<file path="src/rtl/wb_drain_ctrl_pkg.sv">
// wb_drain_ctrl_pkg: write-buffer entry layout and drain FSM encoding
package wb_drain_ctrl_pkg;
  localparam int WB_ENTRY_W = 68;
  localparam int WB_ADDR_MSB = 67;
  localparam int WB_ADDR_LSB = 36;
  localparam int WB_DATA_MSB = 35;
  localparam int WB_DATA_LSB = 4;
  localparam int WB_BE_MSB = 3;
  typedef enum logic [1:0] {IDLE = 2'd0, WR_REQ = 2'd1, RD_REQ = 2'd2} state_t;
endpackage

</file>
<file path="src/rtl/wb_drain_ctrl.sv">
// wb_drain_ctrl: drains the store write buffer to memory and serves refill reads after the drain
module wb_drain_ctrl
  import wb_drain_ctrl_pkg::*;
#(
  parameter int ADDR_W = 32,
  parameter int DATA_W = 32,
  parameter int TIMEOUT = 255
) (
  input  logic                  clk,
  input  logic                  rst,
  input  logic                  wb_empty_in,
  input  logic [WB_ENTRY_W-1:0] wb_data_in,
  output logic                  wb_pop_en_out,
  input  logic                  rd_req_in,
  input  logic [ADDR_W-1:0]     rd_addr_in,
  output logic [DATA_W-1:0]     rd_data_out,
  output logic                  rd_done_out,
  output logic                  mem_req_out,
  output logic                  mem_we_out,
  output logic [ADDR_W-1:0]     mem_addr_out,
  output logic [DATA_W-1:0]     mem_wdata_out,
  output logic [3:0]            mem_be_out,
  input  logic                  mem_ack_in,
  input  logic [DATA_W-1:0]     mem_rdata_in,
  output logic                  busy_out,
  output logic                  err_timeout_out
);
  localparam logic [7:0] TMO = 8'(TIMEOUT);
  state_t st;
  logic [7:0] cnt;
  logic take_wr;
  logic take_rd;
  always_comb begin
    take_wr = st == IDLE && !wb_empty_in;
    take_rd = st == IDLE && wb_empty_in && rd_req_in && !rd_done_out;
  end
  // head entry is combinational, so the pop pulses in the same cycle the fields are captured
  assign wb_pop_en_out = take_wr && !rst;
  assign busy_out = st != IDLE || !wb_empty_in;
  always_ff @(posedge clk) begin
    if (rst) begin
      st <= IDLE;
      cnt <= '0;
      mem_req_out <= 1'b0;
      mem_we_out <= 1'b0;
      mem_addr_out <= '0;
      mem_wdata_out <= '0;
      mem_be_out <= '0;
      rd_data_out <= '0;
      rd_done_out <= 1'b0;
      err_timeout_out <= 1'b0;
    end else begin
      rd_done_out <= 1'b0;
      if (take_wr) begin
        st <= WR_REQ;
        cnt <= '0;
        mem_req_out <= 1'b1;
        mem_we_out <= 1'b1;
        mem_addr_out <= wb_data_in[WB_ADDR_MSB:WB_ADDR_LSB];
        mem_wdata_out <= wb_data_in[WB_DATA_MSB:WB_DATA_LSB];
        mem_be_out <= wb_data_in[WB_BE_MSB:0];
      end else if (take_rd) begin
        st <= RD_REQ;
        cnt <= '0;
        mem_req_out <= 1'b1;
        mem_we_out <= 1'b0;
        mem_addr_out <= rd_addr_in;
        mem_wdata_out <= '0;
        mem_be_out <= 4'hF;
      end else if (st != IDLE) begin
        if (mem_ack_in) begin
          st <= IDLE;
          mem_req_out <= 1'b0;
          mem_we_out <= 1'b0;
          if (st == RD_REQ) begin
            rd_data_out <= mem_rdata_in;
            rd_done_out <= 1'b1;
          end
        end else begin
          cnt <= cnt == 8'hFF ? cnt : cnt + 8'd1;
          if (cnt == TMO - 8'd1) err_timeout_out <= 1'b1;
        end
      end
    end
  end
endmodule
</file>
<file path="config.mk">
export PLATFORM = sky130hd
export DESIGN_NAME = wb_drain_ctrl
export DESIGN_NICKNAME = d
export VERILOG_FILES = /design/src/rtl/wb_drain_ctrl_pkg.sv /design/src/rtl/wb_drain_ctrl.sv
export SDC_FILE = /design/constraint.sdc
export NUM_CORES = 1
export LEC_CHECK = 0
export ABC_AREA = 0
export CORE_AREA = 2 2 105 107
export DETAILED_ROUTE_END_ITERATION = 7
export DIE_AREA = 0 0 107 109
export HOLD_SLACK_MARGIN = 0.02
export PLACE_DENSITY_LB_ADDON = 0.05
export SYNTH_ARGS = -nofsm -noshare
export SYNTH_HDL_FRONTEND = slang
export SYNTH_SLANG_ARGS = --single-unit
</file>
<file path="constraint.sdc">
create_clock -name clk -period 4.25 [get_ports clk]
set_clock_uncertainty 0.2 [all_clocks]
set_input_delay 0.85 -clock clk [delete_from_list [all_inputs] [get_ports clk]]
set_output_delay 0.85 -clock clk [all_outputs]
set_load 0.05 [all_outputs]
</file>
==> results.md, run 1 <==
* Status: finished, final reports clean
* Slew Limit Fails at 0
* RSZ-0062 raised after global routing: false
* Layout cells sized above 1 at 0.0648
* Unique cell type count in the Yosys netlist at 40
* First-pass GRT wire length at 20.8 mm
* Multiplexer share of the synthesized area at 0.00236
* Commonest cells in the netlist: nand2_1, dfxtp_1, nor2_1, a21oi_1
* Syn Nets at 620
* Synthesized instance count at roughly 480
* Synthesized area per cell at 8.80 sq um
* GRT Max-Usage Layer: met2
* Post CTS Setup Buffer Count at 0
* Ports at ~240
* Max Cap Violations at 0
* PD cells at between 400 and 500 nW/um^2
* R2r endpoint: cnt[6]$_SDFFE_PP0P_
* Largest cells by area after synthesis: dfxtp_1, nand2_1, a22o_1
* XOR/XNOR share of the synthesized area at 0.00621
* Final #Nets at between 800 and 900
* DRC at 0
* Placer congestion estimate at 0.806
* Met1 Use GR at 0.272
* Most instantiated library cell after synthesis: nand2_1
* Crit end category: primary output
* Largest net degree at the start of global routing at 74
* Clock buffer depth at 2
* Period utilization at 0.822
* Area Growth Syn to Fin at 71.9%
* Final setup viols at 0
* Fill cell count at approximately 860
* Area of the multi-input gates at ~1800 sq um
* Htree depth at 4
* GRT Resource Usage Total at 0.229
* Critical setup path kind: in -> out
* Worst vdd ir at approximately 300 uV
* Antenna diode count at 0
* Post-Route WL at between 10 and 15 mm
* Core ar. at 10600 sq um
* CTS tree: built
* Sequential area share after synthesis at 0.534
* Complex-gate fraction of the synthesized area at 0.197
* Dominant synthesized flop cell: dfxtp_1
* Synth async-reset ratio at 0
* Hold Violations, Final at 0
* Place WS at approximately 740 ps
* Setup ws final at between 700 and 800 ps
* Skew-Pair Late Insertion Delay at 500 ps
* CTS resizes at 0
* Least-Margin Pin Slew at roughly 810 ps
* Detailed-route via count at ~4.3k
* Met2 Track Usage GR at 0.373
* Worst Path Required at around 3200 ps
* Post-cts hold buffer count at 0
* Cell taking the most area after synthesis: dfxtp_1
* M3 GR Usage at 0.0921
* FF+latch count, synth at between 100 and 150
* Vias in the first global route at between 4k and 5k
* Hold_sp: rd_data_out[18]$_SDFFE_PP0P_
* Clock root cell: clkbuf_8
* Relative slew slack at 0.463
* Row cnt at 38
* Critical Path AT at between 2000 and 2500 ps
* Sequential standard cell area at between 2000 and 2500 sq um
* Worst Path Max Fanout at 4
* DIE HEIGHT at between 100 and 150 microns
* Post-DP HPWL at approximately 9.5 mm
* WHS Endpoint: rd_data_out[18]$_SDFFE_PP0P_
* Routed vias/inst at 4.97
* Reg-to-reg slack, setup at ~2100 ps
* Area share of the largest cell type after synthesis at 0.534
* Antenna viol nets, final at 0
* WHS Path Cells at 2
* Post-Synth Simple-Gate Area at 0.209
* DIE AREA at ~12000 sq um
* Hold Path Class: reg -> reg
* Drt first pass iters at 4
* Leakage at about 2.6 nW
* CP startpoint kind: primary input
* Clk slew on worst S/H paths at 60 ps
* DR WL/cell at about 16 microns
* Initial antenna violation count at 0
* Initial drt markers at a little over 300
* Period minus WS final at between 3000 and 4000 ps
* Setup tns final at 0 ps
* TritonCTS Buffers at 17
* CTS sink cnt at 113
* Width of the die at approximately 110 microns
* Largest family of logic cells by synthesized area: simple AND/OR/NAND/NOR gates
* Adder-cell area share of the yosys netlist at 0.00591
* Reg2reg start: mem_we_out$_SDFFE_PP0P_
* Number of synthesized flops with an enable pin at 0
* Initial Util at 0.399
* Gr ovfl total at 0
* Max Fclk at 286 MHz
* R2R cell count at 5
* Post-Syn Area at about 4200 sq um
* Yosys Warn Count at 0
* Port-buffer cells at around 240
==> critical path, cell delays in order <==
cell	delay, ps
clkdlybuf4s50_1	520
nor3b_4	290
inv_1	60
clkdlybuf4s50_1	720
==> layout by cell type, fill, tap and decap left out, types with 3 or more instances in the layout <==
cell,netlist,routed
nand2b_1,3,3
clkbuf_16,0,16
clkinv_4,0,3
a311oi_1,32,32
nor2_1,44,44
clkdlybuf4s50_1,0,240
nand2_1,135,135
a22o_1,32,32
nor3_1,10,10
buf_4,2,8
inv_6,0,3
clkinvlp_4,0,6
a21oi_1,36,36
o21ai_0,4,4
dfxtp_1,113,113
==> cells by family after synthesis <==
family / after synthesis
flops: 113
simple gates: 210
buf+inv: 40
xor+xnor: 3
compound gates: 112
mux: 1
fa+ha+maj: 2
==> power by group <==
part	switching, W	internal, W
Combinational	0.000374	0.000270
Sequential	0.0000345	0.00112
Clock	0.000519	0.000795
Total	0.000927	0.00219
==> worst max-delay path by stage <==
stage | start | to | slack, ps | depth (start not counted)
4_1_cts | wb_empty_in | busy_out | 740 | 4
3_5_place_dp | wb_empty_in | busy_out | 740 | 4
5_1_grt | wb_empty_in | busy_out | 700 | 4
3_3_place_gp | wb_empty_in | busy_out | 780 | 4
2_1_floorplan | wb_empty_in | wb_pop_en_out | 1440 | 4
6_report | wb_empty_in | busy_out | 760 | 4
==> through the flow <==
step / std cells / cell area (sq um) / util / power, W / hold WS, ps
floorplan: 481 / 4230 / - / 0.00154 / 243
global placement: 833 / 6720 / 0.633 / 0.00182 / 240
detailed placement: 833 / 6720 / 0.633 / 0.00182 / 247
CTS: 865 / 7280 / 0.686 / 0.00315 / 254
global route: 865 / 7280 / 0.686 / 0.00325 / 269
finish: 865 / 7280 / 0.686 / 0.00311 / 252
==> per-layer routing <==
| layer | part of all wire | wire length (microns) | vias to the layer above |
|---|---|---|---|
| met5 | 0 | 0 | - |
| met4 | 0.022 | 294 | 0 |
| met3 | 0.093 | 1260 | 22 |
| met2 | 0.47 | 6350 | 183 |
| met1 | 0.42 | 5650 | 1953 |
| li1 | - | - | 2141 |
==> registers in the layout, summed over array words and instances, names as in the netlist <==
signal / count
st: 1
rd_done_out: 1
mem_req_out: 1
mem_we_out: 1
mem_wdata_out: 32
cnt: 8
mem_addr_out: 32
err_timeout_out: 1
rd_data_out: 32
mem_be_out: 4
==> layout make-up <==
class	instances	share of cell area
clock buffers	18	0.0588
clock inverters	14	0.0182
inverters	2	0.00103
multi-input cells	328	0.245
flip-flops and latches	113	0.311
well taps	140	0.0241
repair buffers	250	0.342
No activity file was read; power rests on OpenSTA's default activity.
==> inputs of run 2 (changes only) <==
--- a/config.mk
+++ b/config.mk
@@ -6,9 +6,9 @@
 export NUM_CORES = 1
 export LEC_CHECK = 0
 export ABC_AREA = 0
-export CORE_AREA = 2 2 105 107
+export CORE_AREA = 2 2 115 117
 export DETAILED_ROUTE_END_ITERATION = 7
-export DIE_AREA = 0 0 107 109
+export DIE_AREA = 0 0 117 119
 export HOLD_SLACK_MARGIN = 0.02
 export PLACE_DENSITY_LB_ADDON = 0.05
 export SYNTH_ARGS = -nofsm -noshare
==> constraint.sdc (replaced) <==
create_clock -name clk -period 2.87 [get_ports clk]
set_clock_uncertainty 0.2 [all_clocks]
set_input_delay 0.574 -clock clk [delete_from_list [all_inputs] [get_ports clk]]
set_output_delay 0.574 -clock clk [all_outputs]
set_load 0.05 [all_outputs]
==> results.md, run 2 (synthesis gave the netlist of run 1 again) <==
* Layout cells sized above 1 at 0.0687
* Drt first pass iters at 4
* Post-cts hold buffer count at 0
* Critical setup path kind: in -> out
* Final std cells w/o fill at roughly 900
* Status: finished, final reports clean
* Row cnt at 42
* GRT Max-Usage Layer: met2
* Post CTS Setup Buffer Count at 0
* Worst Path Max Fanout at 3
* Initial antenna violation count at 0
* Area Growth Syn to Fin at 76.1%
* Final #Nets at roughly 850
* Least-Margin Pin Slew at roughly 710 ps
* Setup tns final at 0 ps
* Initial Util at 0.329
* Leakage at 2.74 nW
* Critical Path AT at 1780 ps
* Hold Violations, Final at 0
* Port-buffer cells at ~240
* Clk slew on worst S/H paths at roughly 50 ps
* CTS resizes at 0
* Clock buffer depth at 2
* Met2 Track Usage GR at 0.317
* Post-DP HPWL at ~9.5 mm
* Crit end category: primary output
* DIE AREA at ~14000 sq um
* Placer congestion estimate at 0.755
* Met1 Use GR at 0.224
* Place WS at between 300 and 400 ps
* Detailed-route via count at roughly 4.3k
* Slew Limit Fails at 0
* Period utilization at 0.889
* DRC at 0
* Initial drt markers at approximately 190
* Final setup viols at 0
* PD cells at about 670 nW/um^2
* Most common cell after layout, fill and taps aside: clkdlybuf4s50_1
* Skew-Pair Late Insertion Delay at 410 ps
* Critical path's largest stage delay at 470 ps
* Max Fclk at about 390 MHz
* Hold Path Class: reg -> reg
* Relative slew slack at 0.525
* CP startpoint kind: primary input
* CTS tree: built
* Ports at around 240
* TritonCTS Buffers at 17
* Largest net degree at the start of global routing at 70
* Width of the die at between 100 and 150 microns
* Period minus WS final at approximately 2600 ps
* DIE HEIGHT at around 120 microns
* Gr ovfl total at 0
* CTS sink cnt at 113
* Crit-path cells: clkdlybuf4s50_1 -> or3_2 -> nor2_4 -> buf_12
* Worst vdd ir at about 330 uV
* Post-Route WL at roughly 14 mm
* Setup ws final at between 300 and 400 ps
* Core ar. at 12900 sq um
* Vias in the first global route at roughly 4.2k
* Max Cap Violations at 0
* Clock root cell: clkbuf_16
* Antenna diode count at 0
* Slowest-stage cell, CP: or3_2
* Biggest regs: mem_addr_out: 32 flops, mem_wdata_out: 32 flops, rd_data_out: 32 flops
* M3 GR Usage at 0.0931
* RSZ-0062 raised after global routing: false
* Worst Path Required at between 2000 and 2500 ps
* First-pass GRT wire length at between 20 and 25 mm
* Htree depth at 4
* Antenna viol nets, final at 0
* Critical path buffers and inverters at 2
* CP delay by family, top: buffers and inverters
* DR WL/cell at between 15 and 20 microns
* Commonest non-fill, non-tap cells in the layout: clkdlybuf4s50_1, nand2_1, dfxtp_1, nor2_1, a21oi_1
* GRT Resource Usage Total at 0.197
* Hold slack at approximately 250 ps
* Placed cell count at between 800 and 900
* Routed vias/inst at between 4 and 5
## run 2: worst register-to-register path, cell delays in order (launching register included)
cell	delay, ps
dfxtp_1	520
or3_2	230
buf_4	560
nor2_1	120
a311oi_1	290
## run 2: path summary, 6_finish.rpt
path | from | to | slack, ps | cells past startpoint
min | rd_data_out[20]$_SDFFE_PP0P_ | rd_data_out[20]$_SDFFE_PP0P_ | 250 | 2
max reg2reg | st[1]$_SDFFE_PP0P_ | mem_addr_out[31]$_SDFFE_PP0P_ | 850 | 4
min reg2reg | rd_data_out[20]$_SDFFE_PP0P_ | rd_data_out[20]$_SDFFE_PP0P_ | 250 | 2
max | wb_empty_in | wb_pop_en_out | 320 | 4
## run 2: cell type report
| type | count | area, sq um |
|---|---|---|
| Sequential cell | 113 | 2260 |
| Clock buffer | 22 | 484 |
| Tap cell | 176 | 220 |
| Multi-Input combinational cell | 328 | 1780 |
| Clock inverter | 10 | 179 |
| Fill cell | 1147 | 5420 |
| Timing Repair Buffer | 253 | 2520 |
| Inverter | 2 | 7.51 |
## run 2: power breakdown
part / internal, W / leakage [nW] / switching (W)
logic: 0.000405 / 1.48 / 0.000557
clock network: 0.00163 / 0.330 / 0.000720
registers: 0.00166 / 0.925 / 0.0000484
## run 2: per-layer routing
metal | wire, microns | vias up
met1 | 5650 | 2004
li1 | - | 2138
met2 | 6500 | 178
met5 | 0 | -
met4 | 247 | 0
met3 | 1480 | 18
## run 2: stage by stage
| stage | area (sq um) | utilization | total power, W |
|---|---|---|---|
| global placement | 6790 | 0.528 | 0.00270 |
| detailed placement | 6790 | 0.528 | 0.00271 |
| floorplan | 4230 | - | 0.00228 |
| CTS | 7460 | 0.579 | 0.00508 |
| finish | 7460 | 0.579 | 0.00502 |
| global route | 7460 | 0.579 | 0.00520 |
